==> src/rtl/rf_down_stream_ctrl.sv <==
// Startup/gating sequencer for the RF 4-to-2 downsampler: reset hold, transient discard, underflow watch.
// Latency: dp_tvalid 1 cycle, o_tvalid 0 cycles; no backpressure (valid-only stream, gaps flagged as underflow).
module rf_down_stream_ctrl #(
    parameter int RST_CYCLES    = 16,
    parameter int DISCARD_BEATS = 24,
    parameter int CNT_W         = 8
) (
    input  logic clk,
    input  logic aresetn,
    input  logic enable,
    input  logic clear_status,
    input  logic i_tvalid,
    output logic dp_rst,
    output logic dp_tvalid,
    input  logic dp_o_tvalid,
    output logic o_tvalid,
    output logic running,
    output logic underflow
);

    localparam logic [1:0] ST_IDLE  = 2'd0;
    localparam logic [1:0] ST_RESET = 2'd1;
    localparam logic [1:0] ST_PRIME = 2'd2;
    localparam logic [1:0] ST_RUN   = 2'd3;

    localparam logic [CNT_W-1:0] RST_LOAD  = CNT_W'(RST_CYCLES - 1);
    localparam logic [CNT_W-1:0] DISC_LOAD = (DISCARD_BEATS > 0) ? CNT_W'(DISCARD_BEATS - 1) : {CNT_W{1'b0}};

    logic [1:0]       state;
    logic [1:0]       state_nxt;
    logic [CNT_W-1:0] cnt;
    logic [CNT_W-1:0] cnt_nxt;
    logic             cnt_zero;
    logic             fed_now;
    logic             fed_nxt;
    logic             uf_set;

    assign cnt_zero = (cnt == {CNT_W{1'b0}});

    always_comb begin
        state_nxt = state;
        cnt_nxt   = cnt;
        if ((state != ST_IDLE) && !enable) begin
            // Disable abandons any progress; re-enable restarts from the reset hold.
            state_nxt = ST_IDLE;
            cnt_nxt   = {CNT_W{1'b0}};
        end else begin
            case (state)
                ST_IDLE: begin
                    if (enable) begin
                        state_nxt = ST_RESET;
                        cnt_nxt   = RST_LOAD;
                    end
                end
                ST_RESET: begin
                    if (cnt_zero) begin
                        if (DISCARD_BEATS == 0) begin
                            state_nxt = ST_RUN;
                            cnt_nxt   = {CNT_W{1'b0}};
                        end else begin
                            state_nxt = ST_PRIME;
                            cnt_nxt   = DISC_LOAD;
                        end
                    end else begin
                        cnt_nxt = cnt - CNT_W'(1);
                    end
                end
                ST_PRIME: begin
                    // Only real output beats count toward the filter transient.
                    if (dp_o_tvalid) begin
                        if (cnt_zero) begin
                            state_nxt = ST_RUN;
                            cnt_nxt   = {CNT_W{1'b0}};
                        end else begin
                            cnt_nxt = cnt - CNT_W'(1);
                        end
                    end
                end
                default: begin
                end
            endcase
        end
    end

    // Feed the datapath only once it is already out of reset and stays out of it.
    assign fed_now = (state == ST_PRIME) || (state == ST_RUN);
    assign fed_nxt = (state_nxt == ST_PRIME) || (state_nxt == ST_RUN);
    assign uf_set  = (state == ST_RUN) && !i_tvalid;

    always_ff @(posedge clk or negedge aresetn) begin
        if (!aresetn) begin
            state     <= ST_IDLE;
            cnt       <= {CNT_W{1'b0}};
            dp_rst    <= 1'b1;
            running   <= 1'b0;
            dp_tvalid <= 1'b0;
            underflow <= 1'b0;
        end else begin
            state     <= state_nxt;
            cnt       <= cnt_nxt;
            dp_rst    <= (state_nxt == ST_IDLE) || (state_nxt == ST_RESET);
            running   <= (state_nxt == ST_RUN);
            dp_tvalid <= i_tvalid && fed_now && fed_nxt;
            underflow <= uf_set || (underflow && !clear_status);
        end
    end

    // Combinational so it stays aligned with downsampler tdata, which bypasses this block.
    assign o_tvalid = dp_o_tvalid && running;

endmodule

==> config.mk <==
export PLATFORM = sky130hd
export DESIGN_NAME = rf_down_stream_ctrl
export DESIGN_NICKNAME = d
export VERILOG_FILES = /design/src/rtl/rf_down_stream_ctrl.sv
export SDC_FILE = /design/constraint.sdc
export NUM_CORES = 1
export LEC_CHECK = 0
export CORE_MARGIN = 5
export CORE_UTILIZATION = 50
export DETAILED_ROUTE_END_ITERATION = 12
export PLACE_DENSITY = 0.75
export RECOVER_POWER = 50
export SYNTH_ARGS = -nofsm -noshare
export SYNTH_HDL_FRONTEND = slang
export SYNTH_SLANG_ARGS = --single-unit
==> constraint.sdc <==
create_clock -name clk -period 2.15 [get_ports clk]
set_input_delay 0.43 -clock clk [delete_from_list [all_inputs] [get_ports clk]]
set_output_delay 0.43 -clock clk [all_outputs]
set_load 0.01 [all_outputs]
# Yosys cells after proc, flatten, opt, wreduce, memory -nomap -nowiden
# Index checks and enable logic that the tools add are counted.
# classes
addsub	1
n_reduce_logical	19
mux	12
n_eq_ne	8
# ops
op	n
$mux W8	5
$pmux W8 S3	1
$mux W2	5
$eq A2 B2 Y1 const B	4
$logic_not A8 Y1	1
$sub A8 B1 Y8 const B	1
$logic_and A1 B1 Y1	6
$ne A3 B3 Y1 const B	2
$pmux W2 S3	1
$eq A2 B1 Y1 const B	2
$logic_not A2 Y1	2
$logic_or A1 B1 Y1	4
$reduce_bool A4 Y1	1
$logic_not A1 Y1	3
$reduce_and A3 Y1	1
$reduce_bool A2 Y1	1
# word_totals
in_bits	6
word_cells	46
out_inout_bits	5
reg_bits	14

# Logic depth before layout (Yosys ltp)
# Gate-level depths: netlist of the first run.
# logic_depth
depth_word	8
mapped_depth	8
mapped_depth_nobuf	7

# Least setup slack after synthesis of the first run
# No wires, ideal clock.
# synth_timing
path_kind	register to register
from	register state[0]
to	register cnt[6]
path_buffers	0
slack_ps	235
setup_time_ps	121
path_stages_with_launch	8
arrival_ps	1795
required_ps	2029
period_less_slack_ps	1915
cell_sequence	dfrtp_1 > inv_1 > ha_1 > nand2b_1 > o311ai_2 > a221o_2 > a21o_1 > a22o_1
# synth_via
elab_chain_len	4
word_cells_on_any_way	11
cone_classes	eq/ne: 4; mux: 2; reduce/logical: 5
# synth_lines
item	line_no	source
from (decl)	29	logic [1:0] state;
from (signal assigned)	99	state <= state_nxt;
$reduce_bool A2 Y1	43	if ((state != ST_IDLE) && !enable) begin
$logic_and A1 B1 Y1	43	
$ne A3 B3 Y1 (no line) or $reduce_bool A4 Y1 (tied branches)	n/a	
$reduce_and A3 Y1 (no line)	n/a	
to (signal assigned)	93	cnt <= {CNT_W{1'b0}};
to (signal assigned)	100	cnt <= cnt_nxt;
to (decl)	31	logic [CNT_W-1:0] cnt;
# Parallel ways exist; a longest one is shown, timed or not.
# A chain may end at the register's enable or synchronous reset.

# Final worst setup path of the first run
# layout_timing
from	input dp_o_tvalid
to	output o_tvalid
# layout_via
elab_chain_len	1
# layout_lines
item	line_no	source
from (decl)	15	input logic dp_o_tvalid,
$logic_and A1 B1 Y1	109	assign o_tvalid = dp_o_tvalid && running;
to (decl)	16	output logic o_tvalid,
# Every way passes these cells.

==> metrics.md, run 1 <==
| Metric | Value |
|---|---|
| Final non-filler cell total | around 140 |
| Site Rows | 15 |
| Routed WL per cell | around 14 um |
| Final setup viols | 0 |
| Core Region | 0.00176 mm2 |
| Endpoint class of the critical path | primary output |
| Int Pwr | approximately 0.00085 W |
| Initial antenna violation count | 0 |
| CTS buffer count | 3 |
| Max-Cap Viols | 0 |
| Crit path kind | in -> out |
| Worst-path clk slew | around 0.090 ns |
| DRT iter0 DRCs | 7 |
| Clock latency on the worst-skew pair | a little under 0.3 ns |
| P per Cell Area | approximately 1400 mW/mm2 |
| Final min period | roughly 2 ns |
| P_leak | between 0.5 and 0.6 nW |
| Flop pwr share | 28.9% |
| P&R area growth vs syn | 19.6% |
| Path category of the worst min-delay check | reg -> reg |
| Synth cell types | 37 |
| Crit Path Max Fanout | 3 |
| Logic gate share of total power | 58.3% |
| Cells after Synth | 101 |
| Final ANT Viol Nets | 0 |
| Max clock buf depth | 2 |
| First drt pass iteration count | 4 |
| Vias/cell | between 5 and 6 |
| Relative slew slack | between 50% and 60% |
| P_sw | roughly 0.00068 W |
| Largest net degree at the start of global routing | 15 |
| Synth Register Bits | 14 |
| Crit path DAT | about 1.6 ns |
| Post-DP HPWL | ~1.5 mm |
| Post-Syn Area per Cell | ~9.4 um2 |
| Status | finished clean |
| Cell Area, Synth | 950 um2 |
| Via count | a little over 800 |
| Sw Share | between 40% and 50% |
| Die span in y | 53.6 um |
| Chip Width | between 50 and 60 um |
| TritonCTS clock tree | done |
| Max VDD drop | around 650 uV |
| Placed Instances | around 140 |
| Layout cells sized above 1 | 19.0% |
| Antenna cell count | 0 |
| Hold-fix buffers, CTS | 0 |
| Ys Warns | 0 |
| Vias in the first global route | approximately 820 |
| Max H-tree Level | 1 |
| Worst Max-Slew Pin Slew | around 0.64 ns |
| Die area | between 0.002 and 0.003 mm2 |
| CP required | between 1.5 and 2 ns |
| TritonCTS sink count | 14 |
| Achievable Freq | approximately 500 MHz |
| Hold Violations, Final | 0 |
| Port buffer count | 10 |
| Sequential area share after synthesis | between 30% and 40% |
| GRT Util Overall | around 17% |
| Root Buffer | clkbuf_4 |
| Clock skew | between 0.005 and 0.006 ns |
| Grt ovf | 0 |
| Clock power frac | between 10% and 20% |
| Power consumption | roughly 0.0015 W |
| DRC viols | 0 |
| DP Area | roughly 0.0011 mm2 |
| Layout Nets | between 100 and 150 |
| Total wire length | between 2 and 2.5 mm |
| Final slew viol count | 0 |
| GPL Wtd Cong | 0.851 |
| Ports | 11 |
| RSZ-0062 raised after global routing | false |
| Final Cycle Share | about 93% |
| Setup tns final | 0 ns |
| Startpoint Class | primary input |
| Initial core utilization | between 50% and 60% |
| Post-Layout Inst Area | ~0.0011 mm2 |
| Post-synth net total | between 100 and 150 |
| First-pass GRT wire length | 3.56 mm |
## worst max-delay path, stage by stage
cell and delay [ns]:
clkdlybuf4s50_1 0.49, and2_1 0.13, clkdlybuf4s50_1 0.53
## cells in the final DEF, fill, tap and decap left out, drive strengths merged, types with 2 or more instances in the layout
| master | count |
|---|---|
| nand2b | 2 |
| nor2 | 10 |
| dfrtp | 13 |
| nand2 | 7 |
| and2 | 2 |
| o22ai | 2 |
| inv | 8 |
| clkdlybuf4s50 | 8 |
| a22o | 4 |
| nor3 | 3 |
| clkbuf | 4 |
| ha | 7 |
| nand3 | 3 |
| nor2b | 3 |
| buf | 3 |
| a21oi | 6 |
| o21ai | 10 |
| dlygate4sd3 | 2 |
| and3 | 2 |
| a211o | 2 |
## power by group through the flow
| stage | Sequential [W] | Combinational (W) | Clock, W |
|---|---|---|---|
| 5_1_grt | 0.000460 | 0.000993 | 0.000211 |
| 3_5_place_dp | 0.000446 | 0.000872 | 0 |
| 6_report | 0.000444 | 0.000896 | 0.000196 |
| 3_3_place_gp | 0.000444 | 0.000848 | 0 |
| 4_1_cts | 0.000441 | 0.000876 | 0.000199 |
| 2_1_floorplan | 0.000433 | 0.000658 | 0 |
## Yosys cell counts
cell	count	area, um2
a211o_1	2	17.5
a211oi_2	1	12.5
a21o_1	1	7.51
a21oi_1	5	25.0
a21oi_2	1	8.76
a221o_2	1	11.3
a221oi_1	1	8.76
a22o_1	4	35.0
a311o_1	1	10.0
and2_1	1	6.26
and2_2	1	7.51
and3_1	2	12.5
buf_2	2	10.0
dfrtp_1	13	325
dfstp_2	1	26.3
ha_1	7	87.6
inv_1	8	30.0
mux2_2	1	11.3
nand2_1	7	26.3
nand2b_1	2	12.5
nand3_1	3	15.0
nand3b_1	1	7.51
nand4_1	1	6.26
nor2_1	10	37.5
nor2b_1	2	12.5
nor2b_2	1	8.76
nor3_1	2	10.0
nor3_2	1	10.0
nor3b_1	1	7.51
nor4b_4	1	23.8
o21ai_0	10	50.1
o22ai_1	1	6.26
o22ai_2	1	12.5
o311ai_2	1	16.3
o41a_1	1	11.3
o41ai_2	1	16.3
or3_1	1	6.26
## metal layers
metal / wire (um) / vias to the layer above / global-route usage (%)
li1: - / 398 / -
met1: 957 / 386 / 23.1
met2: 905 / 31 / 25.5
met3: 124 / 8 / 3.32
met4: 54 / 0 / 10.6
met5: 0 / - / 0
## sequential cells by signal, summed over array words and instances, names as in the netlist
signal	cells
cnt	8
state	2
dp_rst	1
dp_tvalid	1
running	1
underflow	1
## final cells by class
| type | instances | area, um2 |
|---|---|---|
| Timing Repair Buffer | 13 | 123 |
| Sequential cell | 14 | 353 |
| Inverter | 8 | 30.0 |
| Clock buffer | 4 | 36.3 |
| Fill cell | 148 | 628 |
| Multi-Input combinational cell | 77 | 563 |
| Tap cell | 25 | 31.3 |
## cells by family (layout without fill, tap and decap cells)
logic type / Yosys count / count (layout) / share of synthesized area [%]
adders and majority gates: 7 / 7 / 9.22
and+or+nand+nor: 37 / 37 / 22.1
muxes: 1 / 1 / 1.19
DFF: 14 / 14 / 37.0
buffers and inverters: 10 / 25 / 4.22
AOI/OAI and AO/OA: 32 / 32 / 26.2
## per-stage QoR
step	hold slack [ns]	setup WS (ns)	utilization, %
2_1_floorplan	0.134	0.235	-
3_5_place_dp	0.526	0.0320	62.0
4_1_cts	0.542	0.111	64.0
5_1_grt	0.573	0.00897	64.4
6_report	0.535	0.144	64.4
3_3_place_gp	0.517	0.105	62.0
## what timing repair did
item / 4_1_cts / 5_1_grt
resized for setup: 0 / 3
setup buffers: 0 / 0
hold endpoints to repair: 0 / 0
endpoints found under the setup margin: 0 / 3
## final timing paths
kind	from	end	slack, ns	depth (start not counted)
worst max-delay path	dp_o_tvalid	o_tvalid	0.14	3
worst min-delay path	underflow	underflow	0.54	2
worst max register to register	state[0]	cnt[6]	0.18	6
worst min register to register	underflow	underflow	0.54	2
max in group asynchronous	aresetn	state[0]	1.10	1
min in group asynchronous	aresetn	cnt[4]	0.60	1
(Power assumes the default switching activity.)
==> run 2: changes to the inputs <==
CORE_MARGIN = 2   (was 5)
GPL_TIMING_DRIVEN = 0   (was not set)
==> metrics.md, run 2 (synthesis gave the netlist of run 1 again) <==
| Metric | Value |
|---|---|
| Status | finished clean (unchanged) |
| Final slew viol count | 0 (unchanged) |
| Crit path kind | reg -> reg (was in -> out) |
| P&R area growth vs syn | 18.3% (was 19.6%) |
| Routed WL per cell | 15.0 um (was 14.5 um) |
| Largest net degree at the start of global routing | 15 (unchanged) |
| Worst-path clk slew | 0.09 ns (about the same) |
| Post-Layout Inst Area | 0.00112 mm2 (was 0.00114 mm2) |
| DP Area | 0.00107 mm2 (was 0.00109 mm2) |
| Port buffer count | 9 (was 10) |
| Clock skew | 0.00822 ns (was 0.00557 ns) |
| Endpoint class of the critical path | flop (was primary output) |
| P_leak | 0.495 nW (was 0.507 nW) |
| GRT Util Overall | 19.6% (was 17.3%) |
| CP required | 2.32 ns (was 1.72 ns) |
| First drt pass iteration count | 4 (unchanged) |
| Final setup viols | 0 (unchanged) |
| TritonCTS sink count | 14 (unchanged) |
| First-pass GRT wire length | 3.12 mm (was 3.56 mm) |
| Die area | 0.00226 mm2 (was 0.00287 mm2) |
| TritonCTS clock tree | done (unchanged) |
| Initial antenna violation count | 0 (unchanged) |
| Commonest non-fill, non-tap cell in the layout | dfrtp_1 (unchanged) |
| Final Cycle Share | 95.3% (was 93.3%) |
| GR Util met3 | 4.53% (was 3.32%) |
| Chip Width | 47.6 um (was 53.6 um) |
| Core Region | 0.00176 mm2 (unchanged) |
| Vias/cell | 5.71 (was 5.84) |
| Max H-tree Level | 1 (unchanged) |
| Met1 Track Usage GR | 27.0% (was 23.1%) |
| Grt met2 use | 30.3% (was 25.5%) |
| Crit Path Max Fanout | 7 (was 3) |
| Max VDD drop | 865 uV (was 651 uV) |
| Worst Max-Slew Pin Slew | 0.626 ns (was 0.643 ns) |
| Path category of the worst min-delay check | in -> reg (was reg -> reg) |
| GRT Max-Usage Layer | met2 (unchanged) |
| Post-DP HPWL | 1.40 mm (was 1.54 mm) |
| GPL Wtd Cong | 0.881 (was 0.851) |
| Die span in y | 47.6 um (was 53.6 um) |
| Max clock buf depth | 2 (unchanged) |
| Clock latency on the worst-skew pair | 0.30 ns (was 0.29 ns) |
| Via count | 800 (was 823) |
| Final ANT Viol Nets | 0 (unchanged) |
| Achievable Freq | 488 MHz (was 498 MHz) |
| Ports | 11 (unchanged) |
| Layout cells sized above 1 | 17.4% (was 19.0%) |
| Vias in the first global route | 736 (was 824) |
| Site Rows | 15 (unchanged) |
| Max-Cap Viols | 0 (unchanged) |
| CTS buffer count | 3 (unchanged) |
| Hold Violations, Final | 0 (unchanged) |
| Antenna cell count | 0 (unchanged) |
| Biggest regs | cnt: 8 flops, state: 2 flops (unchanged) |
| Relative slew slack | 58.1% (was 57.0%) |
| Root Buffer | clkbuf_4 (unchanged) |
| Dpl ws | -0.0720 ns (was 0.0320 ns) |
| Crit path DAT | 2.22 ns (was 1.58 ns) |
| Startpoint Class | flop (was primary input) |
| Max FFs per register | 8 (unchanged) |
| Largest Register | cnt (unchanged) |
| DRT iter0 DRCs | 16 (was 7) |
| Initial core utilization | 53.8% (unchanged) |
| Total wire length | 2.11 mm (was 2.04 mm) |
| Setup slack after layout | 0.102 ns (was 0.144 ns) |
| Commonest non-fill, non-tap cells in the layout | dfrtp_1 (12), nor2_1 (10), o21ai_0 (10) (unchanged) |
| Power consumption | 0.00153 W (was 0.00154 W) |
| DRC viols | 0 (unchanged) |
| P per Cell Area | 1360 mW/mm2 (was 1350 mW/mm2) |
| Final min period | 2.05 ns (was 2.01 ns) |
| Grt ovf | 0 (unchanged) |
| Layout Nets | 129 (was 130) |
-- run 2: cell type report --
cell class | instances | area [um2]
sequential | 14 | 353
multi-input combinational | 78 | 583
clock buffer | 4 | 26.3
tap | 25 | 31.3
inverter | 8 | 30.0
fill | 169 | 641
buffer | 2 | 10.0
timing repair buffer | 9 | 90.1
-- run 2: power breakdown --
group          internal (W)  leakage, nW  switching, W
Clock             0.0000723       0.0150     0.0000976
Combinational      0.000400        0.299      0.000516
Sequential         0.000351        0.181     0.0000924
-- run 2: per-layer routing --
metal	vias up	wire (um)
li1	403	-
met1	379	1010
met2	15	1010
met3	3	69
met4	0	17
met5	-	0
-- run 2: timing repair --
| item | CTS | global route |
|---|---|---|
| setup endpoints to repair | 0 | 7 |
| gates resized for setup | 0 | 4 |
| hold buffers | 0 | 0 |
| setup buffers | 0 | 0 |
-- run 2: per-stage QoR --
step                      std cells  utilization [%]  setup TNS (ns)  hold slack (ns)
final                           140             63.7               0            0.525
after global routing            140             63.7        -0.00250            0.546
after CTS                       139             62.2               0            0.485
after detailed placement        135             60.7          -0.141            0.521
after global placement          135             60.7         -0.0423            0.519
after floorplan                 101                -               0            0.134
-- run 2: path summary, 6_finish.rpt --
check,from,cells after the start,end,slack (ns)
worst min register to register,cnt[1],1,cnt[1],0.55
min in group asynchronous,aresetn,1,dp_tvalid,0.58
worst max register to register,state[0],7,cnt[7],0.10
worst max-delay path,state[0],7,cnt[7],0.10
worst min-delay path,enable,3,state[0],0.52
max in group asynchronous,aresetn,1,state[0],1.12
-- run 2: worst max-delay path, cell delays in order, from the launching register on --
cell      delay [ns]
dfrtp_2         0.43
inv_1           0.15
ha_2            0.26
nand2b_1        0.15
o311ai_4        0.17
a221o_2         0.46
o21ai_0         0.22
o41ai_2         0.10
